## src/rtl/ncl_addsub_dr_if.sv

```systemverilog
// Dual-rail operand/result bundle for ncl_addsub_dr, with the four-phase completion lines.
// Each data bit is a rail pair {hi,lo}: 01=DATA0, 10=DATA1, 00=NULL, 11=illegal.
interface ncl_addsub_dr_if #(
    parameter int unsigned WIDTH = 4
);
    logic [2*WIDTH-1:0] A;
    logic [2*WIDTH-1:0] B;
    logic [1:0]         carryin;
    logic [1:0]         sub;
    logic               ABCOMP;
    logic               carryinCOMP;
    logic [2*WIDTH-1:0] sum;
    logic               sumCOMP;
    logic [1:0]         carryout;
    logic               carryCOMP;
    logic               err;

    modport slave (
        input  A, B, carryin, sub, sumCOMP, carryCOMP,
        output ABCOMP, carryinCOMP, sum, carryout, err
    );

    modport master (
        output A, B, carryin, sub, sumCOMP, carryCOMP,
        input  ABCOMP, carryinCOMP, sum, carryout, err
    );
endinterface

```

## src/rtl/ncl_addsub_dr.sv

```systemverilog
// Clocked dual-rail NCL adder/subtractor: captures a complete DATA wavefront, holds the
// registered result until both downstream acks arrive, then waits for the input NULL wavefront.
module ncl_addsub_dr #(
    parameter int unsigned WIDTH = 4
) (
    input  logic            clk,
    input  logic            init,
    ncl_addsub_dr_if.slave  bus
);

    typedef enum logic [1:0] {
        EMPTY   = 2'd0,
        HOLD    = 2'd1,
        RELEASE = 2'd2
    } state_t;

    state_t             state_q, state_d;
    logic [2*WIDTH-1:0] sum_q, sum_d;
    logic [1:0]         cout_q, cout_d;
    logic               comp_q, comp_d;
    logic               err_q, err_d;

    logic               in_complete;
    logic               in_null;
    logic               in_illegal;
    logic [WIDTH-1:0]   a_v;
    logic [WIDTH-1:0]   b_v;
    logic [WIDTH-1:0]   b_eff;
    logic               cin_v;
    logic               sub_v;
    logic [WIDTH:0]     res;
    logic [2*WIDTH-1:0] res_rails;

    // Rail-pair classification and single-rail decode of the incoming wavefront.
    always_comb begin
        in_complete = 1'b1;
        in_null     = 1'b1;
        in_illegal  = 1'b0;
        a_v         = '0;
        b_v         = '0;
        for (int unsigned i = 0; i < WIDTH; i++) begin
            a_v[i]      = bus.A[2*i+1];
            b_v[i]      = bus.B[2*i+1];
            in_complete = in_complete & (bus.A[2*i+1] ^ bus.A[2*i])
                                      & (bus.B[2*i+1] ^ bus.B[2*i]);
            in_null     = in_null & ~(bus.A[2*i+1] | bus.A[2*i])
                                  & ~(bus.B[2*i+1] | bus.B[2*i]);
            in_illegal  = in_illegal | (bus.A[2*i+1] & bus.A[2*i])
                                     | (bus.B[2*i+1] & bus.B[2*i]);
        end
        in_complete = in_complete & (^bus.carryin) & (^bus.sub);
        in_null     = in_null & ~(|bus.carryin) & ~(|bus.sub);
        in_illegal  = in_illegal | (&bus.carryin) | (&bus.sub);
        cin_v       = bus.carryin[1];
        sub_v       = bus.sub[1];
    end

    always_comb begin
        b_eff     = sub_v ? ~b_v : b_v;
        res       = {1'b0, a_v} + {1'b0, b_eff} + {{WIDTH{1'b0}}, cin_v};
        res_rails = '0;
        for (int unsigned i = 0; i < WIDTH; i++) begin
            res_rails[2*i+1] = res[i];
            res_rails[2*i]   = ~res[i];
        end
    end

    always_ff @(posedge clk) begin
        if (init) begin
            state_q <= EMPTY;
            sum_q   <= '0;
            cout_q  <= '0;
            comp_q  <= 1'b0;
            err_q   <= 1'b0;
        end else begin
            state_q <= state_d;
            sum_q   <= sum_d;
            cout_q  <= cout_d;
            comp_q  <= comp_d;
            err_q   <= err_d;
        end
    end

    always_comb begin
        state_d = state_q;
        sum_d   = sum_q;
        cout_d  = cout_q;
        comp_d  = comp_q;
        err_d   = err_q | in_illegal;
        unique case (state_q)
            EMPTY: begin
                // Downstream acks must have fallen before new DATA goes out.
                if (in_complete && !in_illegal && !bus.sumCOMP && !bus.carryCOMP) begin
                    state_d = HOLD;
                    sum_d   = res_rails;
                    cout_d  = {res[WIDTH], ~res[WIDTH]};
                    comp_d  = 1'b1;
                end
            end
            HOLD: begin
                if (bus.sumCOMP && bus.carryCOMP) begin
                    state_d = RELEASE;
                    sum_d   = '0;
                    cout_d  = '0;
                end
            end
            RELEASE: begin
                if (in_null) begin
                    state_d = EMPTY;
                    comp_d  = 1'b0;
                end
            end
            default: begin
                state_d = EMPTY;
                sum_d   = '0;
                cout_d  = '0;
                comp_d  = 1'b0;
            end
        endcase
    end

    assign bus.sum         = sum_q;
    assign bus.carryout    = cout_q;
    assign bus.ABCOMP      = comp_q;
    assign bus.carryinCOMP = comp_q;
    assign bus.err         = err_q;

endmodule

```

## src/flat_wrapper.sv

```systemverilog
// flat-port wrapper written by rule: the top's interface ports become plain ports
module ncl_addsub_dr_flat 
#(
    parameter int unsigned WIDTH = 4
)
  (clk, init, bus_A, bus_B, bus_carryin, bus_sub, bus_sumCOMP, bus_carryCOMP, bus_ABCOMP, bus_carryinCOMP, bus_sum, bus_carryout, bus_err);
  ncl_addsub_dr_if #(.WIDTH(WIDTH)) bus_i ();
  input  logic clk;
  input  logic init;
  input wire logic [$bits(bus_i.A)-1:0] bus_A;
  input wire logic [$bits(bus_i.B)-1:0] bus_B;
  input wire logic [$bits(bus_i.carryin)-1:0] bus_carryin;
  input wire logic [$bits(bus_i.sub)-1:0] bus_sub;
  input wire logic [$bits(bus_i.sumCOMP)-1:0] bus_sumCOMP;
  input wire logic [$bits(bus_i.carryCOMP)-1:0] bus_carryCOMP;
  output wire logic [$bits(bus_i.ABCOMP)-1:0] bus_ABCOMP;
  output wire logic [$bits(bus_i.carryinCOMP)-1:0] bus_carryinCOMP;
  output wire logic [$bits(bus_i.sum)-1:0] bus_sum;
  output wire logic [$bits(bus_i.carryout)-1:0] bus_carryout;
  output wire logic [$bits(bus_i.err)-1:0] bus_err;
  assign bus_i.A = bus_A;
  assign bus_i.B = bus_B;
  assign bus_i.carryin = bus_carryin;
  assign bus_i.sub = bus_sub;
  assign bus_i.sumCOMP = bus_sumCOMP;
  assign bus_i.carryCOMP = bus_carryCOMP;
  assign bus_ABCOMP = bus_i.ABCOMP;
  assign bus_carryinCOMP = bus_i.carryinCOMP;
  assign bus_sum = bus_i.sum;
  assign bus_carryout = bus_i.carryout;
  assign bus_err = bus_i.err;
  ncl_addsub_dr #(.WIDTH(WIDTH)) u_core (.clk(clk), .init(init), .bus(bus_i));
endmodule
```

## config.mk

```make
export PLATFORM = sky130hd
export DESIGN_NAME = ncl_addsub_dr_flat
export DESIGN_NICKNAME = d
export VERILOG_FILES = /design/src/rtl/ncl_addsub_dr_if.sv /design/src/rtl/ncl_addsub_dr.sv /design/src/flat_wrapper.sv
export SDC_FILE = /design/constraint.sdc
export NUM_CORES = 1
export LEC_CHECK = 0
export ABC_AREA = 1
export CAP_MARGIN = 30
export CORE_MARGIN = 1
export CORE_UTILIZATION = 48
export DETAILED_ROUTE_END_ITERATION = 12
export PLACE_DENSITY = 0.8
export SYNTH_ARGS = -nofsm -noshare
export SYNTH_HDL_FRONTEND = slang
export SYNTH_SLANG_ARGS = --single-unit
```

## constraint.sdc

```tcl
create_clock -name clk -period 2.5 [get_ports clk]
set_input_delay 0.5 -clock clk [delete_from_list [all_inputs] [get_ports clk]]
set_output_delay 0.5 -clock clk [all_outputs]
set_load 0.02 [all_outputs]
```

# [Word level (Yosys, flattened, before mapping)]
# Cells that the tools add are included.
[op_classes] add_sub_neg=2 eq_ne=5 mux=14 n_bitwise=70 n_reduce_logical=17
[ops] cell="1-bit bitwise AND" count=26
[ops] cell="8-bit case mux with 3 select lines" count=1
[ops] cell="1-bit OR" count=18
[ops] cell="1-bit NOT" count=17
[ops] cell="8-bit 2-to-1 mux" count=2
[ops] cell="2-bit case mux with 3 select lines" count=2
[ops] cell="2-bit 2-to-1 mux" count=5
[ops] cell="3-bit AND reduction" count=3
[ops] cell="1-bit XOR" count=8
[ops] cell="2-bit by 1-bit != test with 1-bit output, second input constant" count=3
[ops] cell="4-bit by 4-bit adder with 5-bit output" count=1
[ops] cell="5-bit by 1-bit adder with 5-bit output" count=1
[ops] cell="1-bit logical AND" count=4
[ops] cell="4-bit 2-to-1 mux" count=1
[ops] cell="4-bit NOT" count=1
[ops] cell="2-bit AND reduction" count=2
[ops] cell="2-bit OR reduction" count=2
[ops] cell="2-bit parity" count=2
[ops] cell="1-bit zero test" count=3
[ops] cell="1-bit case mux with 3 select lines" count=1
[ops] cell="2-bit by 1-bit == test with 1-bit output, second input constant" count=1
[ops] cell="2-bit == test, second input constant" count=1
[ops] cell="2-bit zero test" count=1
[ops] cell="1-bit 2-to-1 mux" count=2
[totals] register_bits=14 inputBits=24 output_inout_bits=13 elab_cells=113

# [Depth between registers and ports, before layout]
# Gate-level depths: netlist (run 1).
[depth] ltp_word=16 mapped_depth=12 mapped_depth_nobuf=11

# [Worst setup path after synthesis (run 1)]
# Ideal clock, no wire load.
[synth_path] path_kind="in2reg" from="input bus_sub[1]" to="register u_core.cout_q[1], in the netlist u_core.bus.carryout[1]" setup_ps=140 arrival_time_ps=1967 required_ps=2360 setup_slack_ps=392 stages=11 path_buffers=1 path_cell_list="clkbuf_1 > xnor2_1 > fa_1 > inv_1 > fa_1 > a21oi_1 > nor2_1 > nor2_1 > nor2_1 > nand3_1 > a21oi_2"
[synth_via] elab_chain_len=8 word_cells_on_any_way=15 cone_classes="add/sub (2); eq/ne (1); mux (3); bitwise (2); reduce/logical (7)"
[synth_lines] item="start: declaration" line="flat_wrapper.sv:13" source="input wire logic [$bits(bus_i.sub)-1:0] bus_sub;"
[synth_lines] item="branches (longest 8 deep; another with 4-bit by 4-bit adder with 5-bit output)"
[synth_lines] item="end signal: assignment" line="ncl_addsub_dr.sv:78" source="cout_q <= cout_d;"
[synth_lines] item="end: declaration" line="ncl_addsub_dr.sv:19" source="logic [1:0] cout_q, cout_d;"
# Several ways; the timed one is not identified. The select of a mux whose other input is x is not followed.
# A chain may end at the register's enable or synchronous reset.

# [Final worst setup path (run 1)]
[layout_path] from="input bus_B[1]" to="register u_core.cout_q[0], in the netlist u_core.bus.carryout[0]"
[layout_via] elab_chain_len=16 word_cells_on_any_way=33 cone_classes="add/sub (2); eq/ne (1); mux (3); bitwise (22); reduce/logical (5)"
[layout_lines] item="start: declaration" line="flat_wrapper.sv:11" source="input wire logic [$bits(bus_i.B)-1:0] bus_B;"
[layout_lines] item="1-bit bitwise AND" line="ncl_addsub_dr.sv:49" source="| (bus.B[2*i+1] & bus.B[2*i]);"
[layout_lines] item="1-bit OR" line="ncl_addsub_dr.sv:49"
[layout_lines] item="1-bit OR" line="ncl_addsub_dr.sv:48" source="in_illegal = in_illegal | (bus.A[2*i+1] & bus.A[2*i])"
[layout_lines] item="1-bit OR" line="ncl_addsub_dr.sv:49"
[layout_lines] item="1-bit OR" line="ncl_addsub_dr.sv:48"
[layout_lines] item="1-bit OR" line="ncl_addsub_dr.sv:49"
[layout_lines] item="1-bit OR" line="ncl_addsub_dr.sv:48"
[layout_lines] item="1-bit OR" line="ncl_addsub_dr.sv:49"
[layout_lines] item="1-bit OR (2 in series)" line="ncl_addsub_dr.sv:53" source="in_illegal = in_illegal | (&bus.carryin) | (&bus.sub);"
[layout_lines] item="1-bit zero test" line="ncl_addsub_dr.sv:93" source="if (in_complete && !in_illegal && !bus.sumCOMP && !bus.carryCOMP) begin"
[layout_lines] item="1-bit logical AND (3 in series)" line="ncl_addsub_dr.sv:93"
[layout_lines] item="2-bit by 1-bit != test with 1-bit output (no line)"
[layout_lines] item="3-bit AND reduction (no line)"
# Parallel ways exist; a longest one is shown, timed or not. The select of a mux whose other input is x is not followed.

==> results.toml, run 1 <==
[finish]
final_core_util_pct = 68.8
antenna_cells = 0
fin_cells = 234
fin_nets = 254
final_area_um2 = 1740
layout-drive-gt1-share_pct = 19.6
fill_cells = 209
area_growth_pct = 33.3

[clock_network]
cts_setup_buffers = 0
ctsResizeCount = 0
clockBufferDepth = 2
clk_pin_slew_ns = 0.09
tritoncts = "yes"
cts_buffers = 3
clk_latency_ns = 0.28
clkSinkCount = 14
cts_hold_buffers = 0
root_buffer = "clkbuf_4"
cts_max_level = 1

[sta]
finalClockSkew_ns = 0.00125
hold_viol_final = 0
finalCriticalPeriod_ns = 2.24
max_freq_mhz = 446
fin_crit_sh_pct = 89.6
rsz0062_at_grt = "false"
finalSetupTns_ns = 0
drv_slew = 0
relSlewSlack_pct = 83.2
setup_viol = 0
hold_slack_ns = 0.468
worst_pin_slew_ns = 0.251

[yosys]
yosysUniqueCellTypes = 24
synthXorXnorAreaFrac_pct = 4.71
synthMuxAreaShare_pct = 0
syn_area_um2 = 1300
synth_top_area_share_pct = 22.1
synth_enable_flop_cells = 0
yosys-top-cells-area = "ha_1 (22%), dfxtp_1 (22%), inv_1 (8.6%)"
syn-num-nets = 214
synth_seq_cells = 14
synth-async-reset-ratio_pct = 0
synth_common_cells = "inv_1 (30), ha_1 (23), nand2_1 (18)"
ys.flop_type = "dfxtp_1"
synth_top_family_by_area = "simple AND/OR/NAND/NOR gates"
synth_compound_area_share_pct = 9.61
syn_area_per_cell_um2 = 7.89
yosysMostFrequentCell = "inv_1"
synthSimpleGateAreaFrac_pct = 28.2
synth_cells = 165
synth_top_area_cell = "ha_1"
yosysSeqAreaShare_pct = 21.5
synthAdderAreaFrac_pct = 25.2
ys.warnings.count = 0

[floorplanning]
die_w_um = 54.1
std_cell_rows = 18
initial_core_util_pct = 51.6
die_area_um2 = 2930
die_height_um = 54.1
core-area_um2 = 2520
ios = 37

[worst_setup_path]
reg2reg_depth = 6
critPathSlowestCell = "clkdlybuf4s50_1"
cp.required_ns = 2.72
crit_fanout = 3
end_kind = "flop"
cp.depth = 10
startpoint_type = "input pin"
crit_buf_inv = 2
critPathKind = "input pin to flop"
crit_arrival_ns = 2.46
max_stage_delay_ns = 0.54
path_cells = "clkdlybuf4s50_1 > xnor2_1 > fa_1 > inv_1 > fa_1 > a21oi_1 > nor2_1 > nor2_1 > nand3_1 > a21oi_2"
crit_family = "adder cells"

[place]
place_area_um2 = 1700
gp_congestion = 0.787
dp_cells = 230
detailed_place_hpwl_um = 2300
port_buffers = 36

[detailed_routing]
drtIter0Drc = 11
wl_per_cell_um = 11.4
totalWireLength_um = 2660
route.detailed.drc = 0
firstDrtPassIters = 4
vias = 1131
drt-vias-per-instance = 4.83
ant_nets = 0

[global_route]
grt_pass1_vias = 1084
grt_usage_pct = 22.0
grt_max_degree = 15
antenna_found_initial = 0
grt_pass1_wl_um = 4540
grt.overflow.total = 0

[power_and_ir_drop]
p_leak_nw = 0.793
peakVddDrop_mv = 0.330
p_per_area_nw_per_um2 = 318

[hold_path]
whs_path_depth = 2
holdCritPathClass = "flop to flop"

[run]
cap_violations = 0

[status]
status = "complete, no violations"
-- report_power, final --
group	switching [mW]	internal (mW)	leakage [nW]	total, mW
combinational	0.0821	0.0810	0.659	0.163
clock	0.0762	0.0886	0.0210	0.165
sequential	0.000470	0.224	0.113	0.224
total	0.159	0.393	0.793	0.552
-- layer usage --
metal | track usage (%) | up-vias | wire (µm)
li1 | - | 590 | -
met1 | 24.9 | 508 | 1170
met2 | 39.5 | 27 | 1320
met3 | 5.93 | 6 | 108
met4 | 6.84 | 0 | 59
met5 | 0 | - | 0
-- stage by stage --
step / power [mW] / setup slack [ns]
2_1_floorplan: 0.323 / 0.392
3_3_place_gp: 0.389 / 0.0559
3_5_place_dp: 0.394 / -0.0421
4_1_cts: 0.559 / 0.249
5_1_grt: 0.593 / 0.103
6_report: 0.552 / 0.260
-- sequential cells by signal (all words and copies together) (netlist names) --
| signal | flops |
|---|---|
| u_core.bus.sum | 8 |
| u_core.state_q | 2 |
| u_core.bus.ABCOMP | 1 |
| u_core.bus.carryout | 2 |
| u_core.bus.err | 1 |
-- cell type report --
| class | instances | area [µm²] | area share, % |
|---|---|---|---|
| Inverter | 33 | 125 | 7.20 |
| Clock buffer | 4 | 36.3 | 2.09 |
| Timing Repair Buffer | 38 | 375 | 21.6 |
| Multi-Input combinational cell | 115 | 882 | 50.8 |
| Tap cell | 30 | 37.5 | 2.16 |
| Sequential cell | 14 | 280 | 16.1 |
-- cell families after synthesis --
logic type / after synthesis
AOI/OAI and AO/OA: 17
and+or+nand+nor: 66
adders and majority gates: 25
xor gates and xnor gates: 7
DFF: 14
buffers and inverters: 36
-- cell usage in the layout, fill, tap and decap left out --
cell type / netlist / final
nor2_1: 14 / 14
clkdlybuf4s50_1: 0 / 36
nand2_8: 1 / 1
a21oi_1: 6 / 6
xnor2_1: 1 / 1
clkbuf_8: 0 / 1
fa_1: 2 / 2
clkbuf_4: 0 / 3
nand3_1: 12 / 12
dfxtp_1: 14 / 14
nor2_2: 3 / 3
a21oi_2: 10 / 10
buf_4: 1 / 2
inv_2: 2 / 2
o21bai_1: 1 / 1
clkinv_2: 1 / 1
inv_1: 30 / 30
nor2_4: 3 / 3
xor2_1: 6 / 6
ha_1: 23 / 23
nand2_2: 12 / 12
nand3b_1: 1 / 1
nand2_1: 18 / 18
nand4_4: 1 / 1
nand2_4: 1 / 1
-- worst min-delay path: cells and delay by family, from the launching register on --
family	cells	cell delay (ns)
flip-flops	1	0.33
AND/OR/NAND/NOR	1	0.07
AO/OA/AOI/OAI	1	0.04
-- path summary, 6_finish.rpt --
check / from / to / slack, ns
setup / recovery: bus_B[1] / u_core.bus.carryout[0] / 0.26
setup reg to reg: u_core.state_q[0] / u_core.bus.sum[2] / 1.32
hold / removal: u_core.bus.sum[4] / u_core.bus.sum[4] / 0.47
hold reg to reg: u_core.bus.sum[4] / u_core.bus.sum[4] / 0.47
Note: power is estimated with default switching activity, not from simulation.
==> inputs of run 2 (changes only) <==
--- a/config.mk
+++ b/config.mk
@@ -10,6 +10,7 @@
 export CORE_MARGIN = 1
 export CORE_UTILIZATION = 48
 export DETAILED_ROUTE_END_ITERATION = 12
+export MAX_ROUTING_LAYER = met4
 export PLACE_DENSITY = 0.8
 export SYNTH_ARGS = -nofsm -noshare
 export SYNTH_HDL_FRONTEND = slang
==> constraint.sdc (replaced) <==
create_clock -name clk -period 2.6 [get_ports clk]
set_input_delay 0.52 -clock clk [delete_from_list [all_inputs] [get_ports clk]]
set_output_delay 0.52 -clock clk [all_outputs]
set_load 0.02 [all_outputs]
==> run 2 against run 1 <==
Core utilization is the same. Critical path depth stayed put. Sequential share of layout area did not move. Routed wire length is 3.7% higher. Largest cell class unchanged. Design area did not move. Clock skew up 0.0038 ns. Clock power down 2%.
==> results.toml, run 2 (synthesized netlist as in run 1, its figures left out) <==
[place]
pre_cts_slack_ns = 0.0897
port_buffers = 36
detailed_place_hpwl_um = 2310
gp_congestion = 0.799

[floorplanning]
core-area_um2 = 2520
die_area_um2 = 2930
initial_core_util_pct = 51.6
die_height_um = 54.1
die_w_um = 54.1
ios = 37
std_cell_rows = 18

[worst_setup_path]
r2r_setup_slack_ns = 1.45
reg2reg_depth = 5
r2r_start = "u_core.state_q[0]"
cp.required_ns = 2.83
startpoint = "bus_B[1]"
crit_arrival_ns = 2.46
startpoint_type = "input pin"
end_kind = "flop"
crit_fanout = 3
critPathKind = "input pin to flop"
cp-endpoint = "u_core.bus.carryout[0]"
reg2reg_to = "u_core.bus.sum[4]"

[sta]
rsz0062_at_grt = "false"
worst_pin_slew_ns = 0.270
hold_viol_final = 0
hold_slack_ns = 0.468
finalClockSkew_ns = 0.00507
relSlewSlack_pct = 82.0
drv_slew = 0
max_freq_mhz = 447
finalSetupTns_ns = 0
fin_crit_sh_pct = 86.0
timing.final.ws_setup_ns = 0.365
finalCriticalPeriod_ns = 2.23
setup_viol = 0

[power_and_ir_drop]
peakVddDrop_mv = 0.254
p_leak_nw = 0.793
p_per_area_nw_per_um2 = 309

[global_route]
grt_max_degree = 15
antenna_found_initial = 0
grt_usage_pct = 22.7
grt_pass1_wl_um = 4630
grt.overflow.total = 0
grt_pass1_vias = 1110

[detailed_routing]
drtIter0Drc = 21
drt-vias-per-instance = 4.88
firstDrtPassIters = 4
wl_per_cell_um = 11.8
ant_nets = 0
totalWireLength_um = 2760
route.detailed.drc = 0
vias = 1141

[finish]
layout_commonest_cell = "clkdlybuf4s50_1"
final_cell_mix = "clkdlybuf4s50_1 (36), inv_1 (30), ha_1 (23)"
antenna_cells = 0
area_growth_pct = 33.3
layout-drive-gt1-share_pct = 19.6
fin_nets = 254
largest_reg_flops = 8

[clock_network]
cts_max_level = 1
cts_buffers = 3
clkSinkCount = 14
tritoncts = "yes"
clk_pin_slew_ns = 0.09
cts_hold_buffers = 0
ctsResizeCount = 0
cts_setup_buffers = 0
clockBufferDepth = 2
clk_latency_ns = 0.28
root_buffer = "clkbuf_4"

[status]
status = "complete, no violations"

[hold_path]
whs_path_depth = 2
holdCritPathClass = "flop to flop"

[run]
cap_violations = 0
[run 2: final cells by class]
| type | count | area (µm²) |
|---|---|---|
| clock buffer | 4 | 36.3 |
| tap | 30 | 37.5 |
| multi-input combinational | 115 | 882 |
| timing repair buffer | 38 | 375 |
| sequential | 14 | 280 |
| fill | 202 | 786 |
| inverter | 33 | 125 |
[run 2: how the worst min path moves through the flow]
stage / from / to / slack, ns
after floorplan: u_core.bus.sum[0] / u_core.bus.sum[0] / 0.54
after global placement: u_core.bus.err / u_core.bus.err / 0.44
after detailed placement: u_core.bus.carryout[1] / u_core.bus.carryout[1] / 0.46
after CTS: u_core.bus.carryout[1] / u_core.bus.carryout[1] / 0.47
after global routing: u_core.bus.sum[5] / u_core.bus.sum[5] / 0.48
final: u_core.bus.sum[7] / u_core.bus.sum[7] / 0.47
[run 2: through the flow]
step	utilization [%]	power, mW	std cells	instance area [µm²]
6_report	68.8	0.536	234	1740
5_1_grt	68.8	0.563	234	1740
4_1_cts	68.8	0.537	234	1740
3_5_place_dp	67.4	0.380	230	1700
3_3_place_gp	67.4	0.374	230	1700
2_1_floorplan	-	0.311	165	1300
[run 2: critical path: stages]
cell             delay [ns]
clkdlybuf4s50_1        0.52
xnor2_1                0.15
fa_1                   0.19
inv_1                  0.06
fa_1                   0.40
a21oi_1                0.16
nor2_1                 0.05
nor2_1                 0.13
nand3_1                0.12
a21oi_2                0.15
[run 2: power by group]
group	total, mW	switching (mW)	leakage, nW	internal [mW]
Sequential	0.216	0.000495	0.113	0.215
Combinational	0.160	0.0814	0.659	0.0784
Clock	0.161	0.0755	0.0210	0.0852
[run 2: layer usage]
layer  vias up  GRT usage, %  wire [µm]
met2        35          40.5       1390
met4         0          5.13         44
met1       514          25.9       1220
met5         -             -          0
met3         6          4.52        102
li1        586             -          -
==> inputs of run 3 (changes only) <==
--- a/config.mk
+++ b/config.mk
@@ -9,9 +9,11 @@
 export CAP_MARGIN = 30
 export CORE_MARGIN = 1
 export CORE_UTILIZATION = 48
+export CTS_CLUSTER_DIAMETER = 200
 export DETAILED_ROUTE_END_ITERATION = 12
 export MAX_ROUTING_LAYER = met4
 export PLACE_DENSITY = 0.8
+export REMOVE_ABC_BUFFERS = 1
 export SYNTH_ARGS = -nofsm -noshare
 export SYNTH_HDL_FRONTEND = slang
 export SYNTH_SLANG_ARGS = --single-unit
==> run 3 against run 2 <==
Global-route usage is 2.6 points lower. Register-to-register slack worse by 0.04 ns. Combinational power is 3% lower. Worst setup slack better by 0.034 ns. Total power is 2.1% lower. Critical endpoint is now u_core.bus.carryout[1]. Largest cell class unchanged. Highest routed layer unchanged.
==> results.toml, run 3 (synthesized netlist as in run 1, its figures left out) <==
[status]
status = "complete, no violations"

[floorplanning]
ios = 37
die_w_um = 54.1
die_area_um2 = 2930
initial_core_util_pct = 51.6
die_height_um = 54.1
std_cell_rows = 18
core-area_um2 = 2520

[sta]
worst_pin_slew_ns = 0.266
finalSetupTns_ns = 0
hold_slack_ns = 0.465
rsz0062_at_grt = "false"
relSlewSlack_pct = 82.2
setup_viol = 0
finalClockSkew_ns = 0.00376
hold_viol_final = 0
drv_slew = 0
fin_crit_sh_pct = 84.7
max_freq_mhz = 454
finalCriticalPeriod_ns = 2.20

[finish]
fill_cells = 219
antenna_cells = 0
layout_commonest_cell = "clkdlybuf4s50_1"
layout-drive-gt1-share_pct = 19.6
largest_reg_flops = 8
fin_nets = 254
seqCellArea_um2 = 280
final_cell_mix = "clkdlybuf4s50_1 (36), inv_1 (30), ha_1 (23)"
final_core_util_pct = 68.8
area_growth_pct = 33.3
multi_input_area_um2 = 882

[hold_path]
holdCritPathClass = "flop to flop"

[clock_network]
clockBufferDepth = 2
clk_latency_ns = 0.27
cts_hold_buffers = 0
root_buffer = "clkbuf_4"
tritoncts = "yes"
cts_setup_buffers = 0
cts_max_level = 1
clkSinkCount = 14
cts_buffers = 3
clk_pin_slew_ns = 0.08
ctsResizeCount = 0

[detailed_routing]
drt-vias-per-instance = 4.86
drtIter0Drc = 26
firstDrtPassIters = 4
route.detailed.drc = 0
vias = 1137
ant_nets = 0
wl_per_cell_um = 10.8
totalWireLength_um = 2530

[global_route]
grt.overflow.total = 0
grt_pass1_vias = 1089
grt_max_degree = 15
grt_pass1_wl_um = 4150
antenna_found_initial = 0
grt_usage_pct = 20.1

[power_and_ir_drop]
p_per_area_nw_per_um2 = 302
intPower_mw = 0.378
swShare_pct = 28.0
clkPwrFrac_pct = 29.2
combPwrFrac_pct = 29.7
power_frac_seq_pct = 41.1
p_switching_mw = 0.147
peakVddDrop_mv = 0.240
p_leak_nw = 0.793

[worst_setup_path]
end_kind = "flop"
cp.required_ns = 2.77
critPathKind = "input pin to flop"
startpoint_type = "input pin"
crit_fanout = 3
crit_arrival_ns = 2.37

[place]
detailed_place_hpwl_um = 2160
port_buffers = 36
gp_congestion = 0.863

[run]
cap_violations = 0
run 3: cell counts in the layout (fill, tap and decap cells not counted):
Identical to the previous run, type by type.
run 3: area by class of cell:
type,count,share of cell area (%)
multi-input combinational,115,50.8
tap,30,2.16
clock buffer,4,2.09
timing repair buffer,38,21.6
sequential,14,16.1
inverter,33,7.20
run 3: per-layer routing:
| metal | wire (µm) | track usage [%] | share of wire, % |
|---|---|---|---|
| met4 | 33 | 7.69 | 1.3 |
| met5 | 0 | - | 0 |
| met3 | 79 | 2.54 | 3.1 |
| met1 | 1050 | 18.8 | 42 |
| met2 | 1360 | 40.5 | 54 |
run 3: power by group through the flow:
stage	clock network, mW	logic, mW	registers [mW]
final	0.153	0.156	0.216
after global routing	0.166	0.174	0.216
after CTS	0.156	0.158	0.216
after detailed placement	0	0.156	0.221
after global placement	0	0.151	0.221
after floorplan	0	0.0845	0.222
run 3: worst max-delay path: stages:
cell	delay [ns]
clkdlybuf4s50_1	0.52
xnor2_1	0.15
fa_1	0.19
inv_1	0.06
fa_1	0.41
a21oi_1	0.16
nor2_1	0.05
nor2_1	0.11
nor2_1	0.06
nand3_1	0.09
a21oi_2	0.06
run 3: worst paths after layout:
check | cells after the start | endpoint | from | slack, ns
worst max-delay path | 11 | u_core.bus.carryout[1] | bus_B[1] | 0.40
worst min-delay path | 2 | u_core.bus.sum[7] | u_core.bus.sum[7] | 0.47
worst max register to register | 5 | u_core.bus.sum[1] | u_core.state_q[1] | 1.41
worst min register to register | 2 | u_core.bus.sum[7] | u_core.bus.sum[7] | 0.47
run 3: per-stage QoR:
stage / area [µm²] / power [mW] / worst slack (ns) / instances
2_1_floorplan: 1290 / 0.306 / 0.716 / 162
3_3_place_gp: 1700 / 0.372 / 0.134 / 230
3_5_place_dp: 1700 / 0.377 / 0.0938 / 230
4_1_cts: 1740 / 0.529 / 0.390 / 234
5_1_grt: 1740 / 0.556 / 0.264 / 234
6_report: 1740 / 0.525 / 0.399 / 234
